<file path="config.mk">
export PLATFORM = sky130hd
export DESIGN_NAME = decode_imm_stage
export DESIGN_NICKNAME = d
export VERILOG_FILES = /design/src/rtl/decode_pkg.sv /design/src/rtl/decode_imm_stage_op_classifier.sv /design/src/rtl/decode_imm_stage.sv
export SDC_FILE = /design/constraint.sdc
export NUM_CORES = 1
export LEC_CHECK = 0
export BUFFER_PORTS_ARGS = -buffer_cell sky130_fd_sc_hd__buf_2
export CAP_MARGIN = 20
export CORE_MARGIN = 4
export CORE_UTILIZATION = 60
export CTS_CLUSTER_DIAMETER = 40
export CTS_CLUSTER_SIZE = 30
export DETAILED_ROUTE_END_ITERATION = 10
export GPL_TIMING_DRIVEN = 0
export PLACE_DENSITY = 0.86
export SKIP_CTS_REPAIR_TIMING = 1
export SYNTH_ARGS = -nofsm -noshare
export SYNTH_HDL_FRONTEND = slang
export SYNTH_HIERARCHICAL = 1
export SYNTH_SLANG_ARGS = --single-unit
</file>
<file path="constraint.sdc">
create_clock -name clk -period 4.2 [get_ports clk]
set_input_delay 0.84 -clock clk [delete_from_list [all_inputs] [get_ports clk]]
set_output_delay 0.84 -clock clk [all_outputs]
set_load 0.01 [all_outputs]
</file>
<file path="src/rtl/decode_pkg.sv">
// Shared decode types: op classes, extender selects, decoded entry layout, stage states.
package decode_pkg;

  typedef logic [1:0] op_t;
  localparam op_t OP_DP  = 2'b00;
  localparam op_t OP_MEM = 2'b01;
  localparam op_t OP_BR  = 2'b10;

  typedef enum logic [1:0] {
    IMM_DP8   = 2'b00,
    IMM_MEM12 = 2'b01,
    IMM_BR24  = 2'b10
  } imm_src_t;

  typedef struct packed {
    logic [23:0] imm_field;
    imm_src_t    imm_src;
    logic [3:0]  cond;
    op_t         op;
    logic [5:0]  funct;
    logic        illegal;
  } dec_entry_t;

  typedef enum logic [1:0] {
    EMPTY = 2'b00,
    ONE   = 2'b01,
    TWO   = 2'b10
  } stage_state_t;

endpackage

</file>
<file path="src/rtl/decode_imm_stage_op_classifier.sv">
// Combinational instruction classifier: splits the word into fields and picks the extender select.
module op_classifier
  import decode_pkg::*;
(
  input  logic [31:0] instr,
  output dec_entry_t  entry
);

  // Field split plus op-driven immediate select; op 11 is flagged but still decoded.
  always_comb begin
    entry           = '0;
    entry.imm_field = instr[23:0];
    entry.cond      = instr[31:28];
    entry.op        = instr[27:26];
    entry.funct     = instr[25:20];
    case (instr[27:26])
      OP_DP:   entry.imm_src = IMM_DP8;
      OP_MEM:  entry.imm_src = IMM_MEM12;
      OP_BR:   entry.imm_src = IMM_BR24;
      default: begin
        entry.imm_src = IMM_DP8;
        entry.illegal = 1'b1;
      end
    endcase
  end

endmodule

</file>
<file path="src/rtl/decode_imm_stage.sv">
// Registered decode stage feeding the immediate extender, with a 2-entry skid buffer
// so that in_ready comes straight from a flop and throughput holds under backpressure.
module decode_imm_stage
  import decode_pkg::*;
#(
  parameter int INSTR_W = 32,
  parameter int IMM_W   = 24
) (
  input  logic               clk,
  input  logic               reset,
  input  logic               flush,
  input  logic               in_valid,
  output logic               in_ready,
  input  logic [INSTR_W-1:0] in_instr,
  output logic               out_valid,
  input  logic               out_ready,
  output logic [IMM_W-1:0]   out_imm_field,
  output logic [1:0]         out_imm_src,
  output logic [3:0]         out_cond,
  output logic [1:0]         out_op,
  output logic [5:0]         out_funct,
  output logic               out_illegal
);

  if (INSTR_W != 32 || IMM_W != 24) begin : g_param_check
    $error("decode_imm_stage supports only INSTR_W=32 and IMM_W=24");
  end

  stage_state_t state_q, state_d;
  logic         in_ready_q;
  logic         accept, emit, vld_p1;
  logic         load_main, load_skid, skid_to_main;
  dec_entry_t   ent_p0;
  dec_entry_t   main_p1, skid_p1;

  // ---- stage 0: combinational classification of the offered word ----
  op_classifier u_classifier (
    .instr (in_instr),
    .entry (ent_p0)
  );

  assign vld_p1 = (state_q != EMPTY);
  assign accept = in_valid & in_ready_q;
  assign emit   = vld_p1 & out_ready;

  // State and registered in_ready; reset empties the stage immediately.
  always_ff @(posedge clk or negedge reset) begin
    if (!reset) begin
      state_q    <= EMPTY;
      in_ready_q <= 1'b1;
    end else begin
      state_q    <= state_d;
      in_ready_q <= (state_d != TWO);
    end
  end

  // Next-state and register load selects; flush discards this cycle's accept and emit.
  always_comb begin
    state_d      = state_q;
    load_main    = 1'b0;
    load_skid    = 1'b0;
    skid_to_main = 1'b0;
    if (flush) begin
      state_d = EMPTY;
    end else begin
      case (state_q)
        EMPTY: if (accept) begin
          load_main = 1'b1;
          state_d   = ONE;
        end
        ONE: begin
          if (accept && emit) begin
            load_main = 1'b1;
          end else if (emit) begin
            state_d = EMPTY;
          end else if (accept) begin
            load_skid = 1'b1;
            state_d   = TWO;
          end
        end
        TWO: if (emit) begin
          skid_to_main = 1'b1;
          state_d      = ONE;
        end
        default: state_d = EMPTY;
      endcase
    end
  end

  // ---- stage 1: main (output) and skid entry registers, written only on transfers ----
  always_ff @(posedge clk or negedge reset) begin
    if (!reset) begin
      main_p1 <= '0;
      skid_p1 <= '0;
    end else begin
      if (load_main)         main_p1 <= ent_p0;
      else if (skid_to_main) main_p1 <= skid_p1;
      if (load_skid)         skid_p1 <= ent_p0;
    end
  end

  assign in_ready      = in_ready_q;
  assign out_valid     = vld_p1;
  assign out_imm_field = main_p1.imm_field;
  assign out_imm_src   = main_p1.imm_src;
  assign out_cond      = main_p1.cond;
  assign out_op        = main_p1.op;
  assign out_funct     = main_p1.funct;
  assign out_illegal   = main_p1.illegal;

endmodule

</file>
==> run summary, run 1 <==
==================================================================================
Critical Path Source Type                                                flip-flop
Max-cap viol count                                                               0
Relative contribution of combinational cells to total power                  31.3%
Number of levels the H-tree was split into                                       3
Placed inst area                                                      0.00430 mm^2
Clock latency on the worst-skew pair                                       0.35 ns
Seq pwr share                                                                48.8%
CTS tree                                                                      done
Root Buffer                                                               clkbuf_8
Slew at the pin closest to its max-slew limit                             0.536 ns
Final-layout fill cell count                                                   467
Detailed-route wire length per cell                                        16.5 um
Portion of total power attributed to the clock network                       19.9%
Synth area leaders                                                    dfrtp_1 51%, mux2_2 27%, mux2_4 7.6%, buf_4 7.0%, buf_6 1.4%
Setup violations, final                                                          0
Highest ir drop seen on vdd                                               0.328 mV
Tightest Hold Check Type                                                  in2async
Reg clk slew, reported paths                                               0.08 ns
Maximum fanout along the worst path                                              6
Number of input and output port buffers inserted                                47
Dominant cell type by area after synthesis                                 dfrtp_1
Sequential cell area                                                  0.00203 mm^2
Max frequency                                                              480 MHz
Flop and latch count out of synthesis                                           81
Post-route worst hold slack                                               0.467 ns
Number of design rule violations left after detail routing                       0
Final cell utilization of the core                                           69.9%
Floorplan die width                                                        89.1 um
Area of combinational cells with multiple inputs                      0.00152 mm^2
Antenna violations before repair                                                 0
Worst Reg-to-Reg Cells                                                           6
Syn_area_per_cell                                                        14.7 um^2
Routed vias                                                                  2,150
Kind of critical path                                                      reg2out
Clock Sinks                                                                     81
Max Clock Skew                                                          0.00716 ns
Endpoint arrival time on the critical path                                 1.24 ns
Synth-to-Final Area Change                                                   13.1%
Via count of the first global-routing pass                                   2,314
Run status                                                            finished, final reports clean
Num ports                                                                       78
Via density per instance                                                      5.26
Worst reg2reg path startpoint                                             in_ready
Area of the die                                                       0.00794 mm^2
Core region area                                                      0.00639 mm^2
Yosys cell types                                                                26
Capturing point of the worst reg2reg path                             out_funct[3]
Area of the mapped netlist                                            0.00395 mm^2
Number of warnings reported in the yosys synthesis log                           6
Flop-to-flop setup slack                                                   2.26 ns
Crit path time final                                                       2.08 ns
Pwr per Cell Area                                                      540 mW/mm^2
Headroom to the max-slew limit                                               64.2%
Global Route Usage Sum                                                       18.8%
Post-route standard cell area excluding fillers                       0.00447 mm^2
Share of total power consumed by net switching                               28.5%
Ant diodes                                                                       0
Setup tns final                                                               0 ns
Switching power                                                             686 uW
Area share of the largest cell type after synthesis                          50.7%
Die extent in y                                                            89.1 um
Number of detailed-routing iterations run before antenna repair                  4
Internal power summed over all cells                                       1720 uW
Clock tree buffer depth                                                          2
Final Slew Violations                                                            0
RSZ-0062 raised after global routing                                         false
Count of standard-cell rows                                                     29
Maximum number of pins on one net before global-route repair                    42
Number of nets produced by synthesis                                           305
Final critical-path share of the clock period                                49.6%
Sum of overflow across all layers after global routing                           0
HPWL after detailed placement                                              4910 um
Drt initial violations                                                          28
Final estimated routing congestion in global placement                       0.732
Share of final-layout standard cells stronger than drive strength 1          70.5%
Leakage power total                                                     0.00218 uW
Post-detailed-route count of antenna-violating nets                              0
Required time of the worst setup path                                      3.36 ns
Inserted Clock Buffers                                                           9
Sequential fraction of the synthesis area                                    51.4%
Aggregate routed wire length                                               6760 um
Kind of capture point of the worst setup path                           output pin
Initial standard-cell utilization of the core                                61.8%
Wire length of the first global-routing pass                             11,200 um
Instance count of the mapped netlist                                           268
Total Nets Final                                                               364
Endpoints failing hold                                                           0
==================================================================================
==> logic make-up after synthesis <==
kind of cell	after synthesis	synth area share, %
compound gates	4	0.729
xor+xnor	1	0.222
buf+inv	50	10.2
flops	81	51.4
mux	116	34.9
simple gates	16	2.57
==> how the worst max path moves through the flow <==
stage / start / endpoint / depth (start not counted)
2_1_floorplan: in_valid / out_cond[0] / 6
3_3_place_gp: reset / out_funct[5] / 1
3_5_place_dp: in_valid / out_funct[3] / 7
4_1_cts: state_q[1] / out_valid / 2
5_1_grt: state_q[1] / out_valid / 2
6_report: state_q[1] / out_valid / 2
==> layer usage <==
metal	global-route usage, %	wire, um	up-vias
met5	0	0	-
met1	23.0	2840	1071
met3	6.45	400	12
li1	-	-	1016
met2	31.0	3410	51
met4	7.04	116	0
==> Yosys cell counts <==
master and number:
a21oi_1 1, a21oi_2 1, and4bb_2 1, nand2_2 1
buf_12 2, or3b_2 1, inv_1 2, nand2b_1 1
nor2b_1 2, nand3b_1 1, buf_4 37, xnor2_1 1
mux2i_1 1, buf_6 5, nor2_1 3, mux2_2 95
o21a_1 2, or3_1 1, and2b_2 1, and2_2 1
dfstp_2 1, or2_2 1, buf_2 4, nand2_1 2
dfrtp_1 80, mux2_4 20
==> state kept, by name (all words and copies together), names as in the netlist <==
register,cells
skid_p1,39
out_imm_field,24
out_funct,6
out_cond,4
out_imm_src,2
out_op,2
state_q,2
in_ready,1
out_illegal,1
==> power groups by stage <==
stage	Clock, uW	Combinational (uW)	Sequential [uW]
after floorplan	0	449	1240
after global placement	0	739	1170
after detailed placement	0	768	1190
after CTS	495	771	1180
after global routing	532	825	1210
final	479	755	1180
==> cell type report <==
cell class                 instances  area share [%]
buffer                            48            8.83
timing repair buffer              48            5.77
sequential                        81            45.4
clock buffer                      10            2.86
clock inverter                     6           0.785
multi-input combinational        137            34.0
tap                               77            2.16
inverter                           2           0.168
==> worst max-delay path: stages (launching register included) <==
cell and delay [ns]:
dfrtp_1 0.43, or2_2 0.32, buf_2 0.14
==> placed cells by master (no fill, tap or decap), drive strengths merged, types with 2 or more instances in the layout <==
| cell type | n |
|---|---|
| nor2b | 2 |
| buf | 96 |
| clkinv | 4 |
| mux2 | 115 |
| inv | 2 |
| dfrtp | 80 |
| a21oi | 2 |
| nor2 | 3 |
| clkinvlp | 2 |
| clkbuf | 10 |
| o21a | 2 |
| nand2 | 3 |
==> through the flow <==
stage | total power [uW] | instances | setup slack [ns]
finish | 2410 | 409 | 2.12
global route | 2570 | 409 | 2.07
CTS | 2440 | 409 | 2.11
detailed placement | 1960 | 393 | 1.84
global placement | 1910 | 392 | 1.69
floorplan | 1690 | 268 | 2.05
Power figures use the tool's default switching activity.
==> inputs of run 2 (changes only) <==
--- a/config.mk
+++ b/config.mk
@@ -8,12 +8,12 @@
 export BUFFER_PORTS_ARGS = -buffer_cell sky130_fd_sc_hd__buf_2
 export CAP_MARGIN = 20
 export CORE_MARGIN = 4
-export CORE_UTILIZATION = 60
+export CORE_UTILIZATION = 50
 export CTS_CLUSTER_DIAMETER = 40
 export CTS_CLUSTER_SIZE = 30
 export DETAILED_ROUTE_END_ITERATION = 10
 export GPL_TIMING_DRIVEN = 0
-export PLACE_DENSITY = 0.86
+export PLACE_DENSITY = 0.76
 export SKIP_CTS_REPAIR_TIMING = 1
 export SYNTH_ARGS = -nofsm -noshare
 export SYNTH_HDL_FRONTEND = slang
==> constraint.sdc (replaced) <==
create_clock -name clk -period 1.9 [get_ports clk]
set_input_delay 0.38 -clock clk [delete_from_list [all_inputs] [get_ports clk]]
set_output_delay 0.38 -clock clk [all_outputs]
set_load 0.01 [all_outputs]
==> run summary, run 2 (synthesis results as in run 1) <==
==================================================================================
Total Nets Final                                                               369   +1.4%
Busiest metal layer after global routing                                      met2
Aggregate routed wire length                                               7140 um   +5.6%
Headroom to the max-slew limit                                               65.3%   +1.0 points
Kind of cell adding the most delay to the critical path                 flip-flops
Kind of critical path                                                      reg2reg
Flop-to-flop setup slack                                                   0.04 ns   -2.22 ns
Final critical-path share of the clock period                                97.8%
Slew at the pin closest to its max-slew limit                             0.521 ns   -0.0155 ns
Worst reg2reg path startpoint                                             in_ready
Post-route standard cell area excluding fillers                       0.00467 mm^2   +4.5%
Clock tree buffer depth                                                          2   unchanged
Via density per instance                                                      4.97   -5.5%
Number of levels the H-tree was split into                                       3   unchanged
Share of total power consumed by net switching                               26.5%   -2.0 points
Number of detailed-routing iterations run before antenna repair                  4   unchanged
Via count of the first global-routing pass                                   2,329   +0.65%
Slowest library cell on the worst path                                     dfstp_2
Final estimated routing congestion in global placement                       0.760   +3.8%
Portion of total power attributed to the clock network                       26.0%   +6.1 points
Clock Sinks                                                                     81   unchanged
Number of input and output port buffers inserted                                47   unchanged
Endpoint arrival time on the critical path                                 2.08 ns   +0.84 ns
Worst Reg-to-Reg Cells                                                           6   unchanged
Count of cell instances traversed by the critical path                           6   +4
Global Route Usage Sum                                                       15.5%   -3.3 points
Post-detailed-route count of antenna-violating nets                              0   unchanged
Crit path cell chain                                                  nand2_2, or3_1, a21oi_2, buf_6, buf_12, mux2_2
Maximum fanout along the worst path                                              7   +1
Largest register FFs                                                            39   unchanged
Max frequency                                                              538 MHz
Maximum number of pins on one net before global-route repair                    42   unchanged
Number of design rule violations left after detail routing                       0   unchanged
Sum of overflow across all layers after global routing                           0   unchanged
HPWL after detailed placement                                              5010 um   +2.1%
Detailed-route wire length per cell                                        16.3 um   -1.6%
Combined buffer and inverter count along the critical path                       2   +1
Global routing met3 resource utilization                                     3.82%   -2.6 points
Tightest Hold Check Type                                                  in2async
GRT met2 Usage                                                               26.0%   -5.0 points
Setup tns final                                                               0 ns   unchanged
Floorplan die width                                                        96.9 um   +8.7%
Wire length of the first global-routing pass                             11,700 um   +4.5%
Relative contribution of combinational cells to total power                  29.2%   -2.1 points
Highest ir drop seen on vdd                                               0.499 mV   +52%
Top library cells by usage in the layout, fill and taps aside         95 x mux2_2, 80 x dfrtp_1, 50 x buf_2
Commonest non-fill, non-tap cell in the layout                              mux2_2
Register with the highest flop count                                       skid_p1
Pwr per Cell Area                                                     1250 mW/mm^2   +130%
Setup violations, final                                                          0   unchanged
Synth-to-Final Area Change                                                   18.2%
Drt initial violations                                                          49   +75%
Routed vias                                                                  2,181   +1.4%
Share of final-layout standard cells stronger than drive strength 1          71.2%   +0.73 points
Ant diodes                                                                       0   unchanged
CTS tree                                                                      done
Met1 Track Usage GR                                                          19.3%   -3.7 points
Required time of the worst setup path                                      2.13 ns   -1.23 ns
Switching power                                                            1540 uW   +120%
Core region area                                                      0.00769 mm^2   +20%
Initial standard-cell utilization of the core                                51.4%   -10 points
Placed inst area                                                      0.00433 mm^2   +0.73%
Num ports                                                                       78   unchanged
Leakage power total                                                     0.00226 uW   +3.6%
Inserted Clock Buffers                                                           9   unchanged
Critical Path Source Type                                                flip-flop
Reg clk slew, reported paths                                               0.08 ns   about the same
Worst path max stage delay                                                 0.55 ns   +0.12 ns
Run status                                                            finished, final reports clean
Final Slew Violations                                                            0   unchanged
Kind of capture point of the worst setup path                            flip-flop
Internal power summed over all cells                                       4270 uW   +150%
Capturing point of the worst reg2reg path                             out_imm_field[3]
Clock latency on the worst-skew pair                                       0.34 ns   about the same
Count of standard-cell rows                                                     32   +10%
Endpoints failing hold                                                           0   unchanged
Antenna violations before repair                                                 0   unchanged
Seq pwr share                                                                44.8%   -4.0 points
Die extent in y                                                            96.9 um   +8.7%
Crit path time final                                                       1.86 ns
Max-cap viol count                                                               0   unchanged
Area of the die                                                       0.00938 mm^2   +18%
Root Buffer                                                               clkbuf_8
Max Clock Skew                                                          0.00759 ns   +0.000432 ns
==================================================================================
run 2: changes by cell type in the layout (fill, tap and decap cells not counted):
cell and change:
buf_4 +2, clkinv_2 -3, nand2_2 +1, nand2_1 -1, clkbuf_8 +1, bufinv_16 +3, clkbuf_16 +2, buf_12 +1
clkinvlp_4 -1
run 2: worst max path at each step:
| stage | start | end | slack, ns |
|---|---|---|---|
| 3_3_place_gp | reset | out_imm_field[12] | -0.20 |
| 4_1_cts | in_ready | out_funct[4] | -0.07 |
| 5_1_grt | in_ready | out_imm_field[1] | -0.02 |
| 3_5_place_dp | in_ready | out_cond[0] | -0.05 |
| 6_report | in_ready | out_imm_field[3] | 0.04 |
| 2_1_floorplan | in_ready | out_cond[0] | 0.04 |
run 2: stage by stage:
stage	std cells	setup WS [ns]	hold WS, ns	power, uW	util, %
2_1_floorplan	268	0.0375	0.0844	3740	-
3_3_place_gp	417	-0.200	0.481	4230	56.1
3_5_place_dp	418	-0.0482	0.396	4340	56.4
4_1_cts	434	-0.0736	0.0142	5860	59.6
5_1_grt	439	-0.0163	0.0270	6160	60.7
6_report	439	0.0426	0.00133	5810	60.7
run 2: routing by layer:
layer  vias to the layer above  part of all wire (%)
li1                       1023                     -
met1                      1102                    44
met2                        47                    51
met3                         9                   3.9
met4                         0                   1.5
met5                         -                     0
run 2: area by class of cell:
class / count / area [um^2]
plain buffers: 48 / 394
repair buffers: 53 / 343
clock inverters: 5 / 103
multi-input cells: 137 / 1520
clock buffers: 11 / 141
well taps: 102 / 128
flip-flops and latches: 81 / 2030
inverters: 2 / 7.51
fillers: 648 / 3020
run 2: power by group through the flow:
stage | Clock, uW | Sequential (uW) | Combinational, uW
2_1_floorplan | 0 | 2740 | 992
3_3_place_gp | 0 | 2590 | 1640
3_5_place_dp | 0 | 2640 | 1700
4_1_cts | 1540 | 2610 | 1710
5_1_grt | 1630 | 2680 | 1850
6_report | 1510 | 2600 | 1700
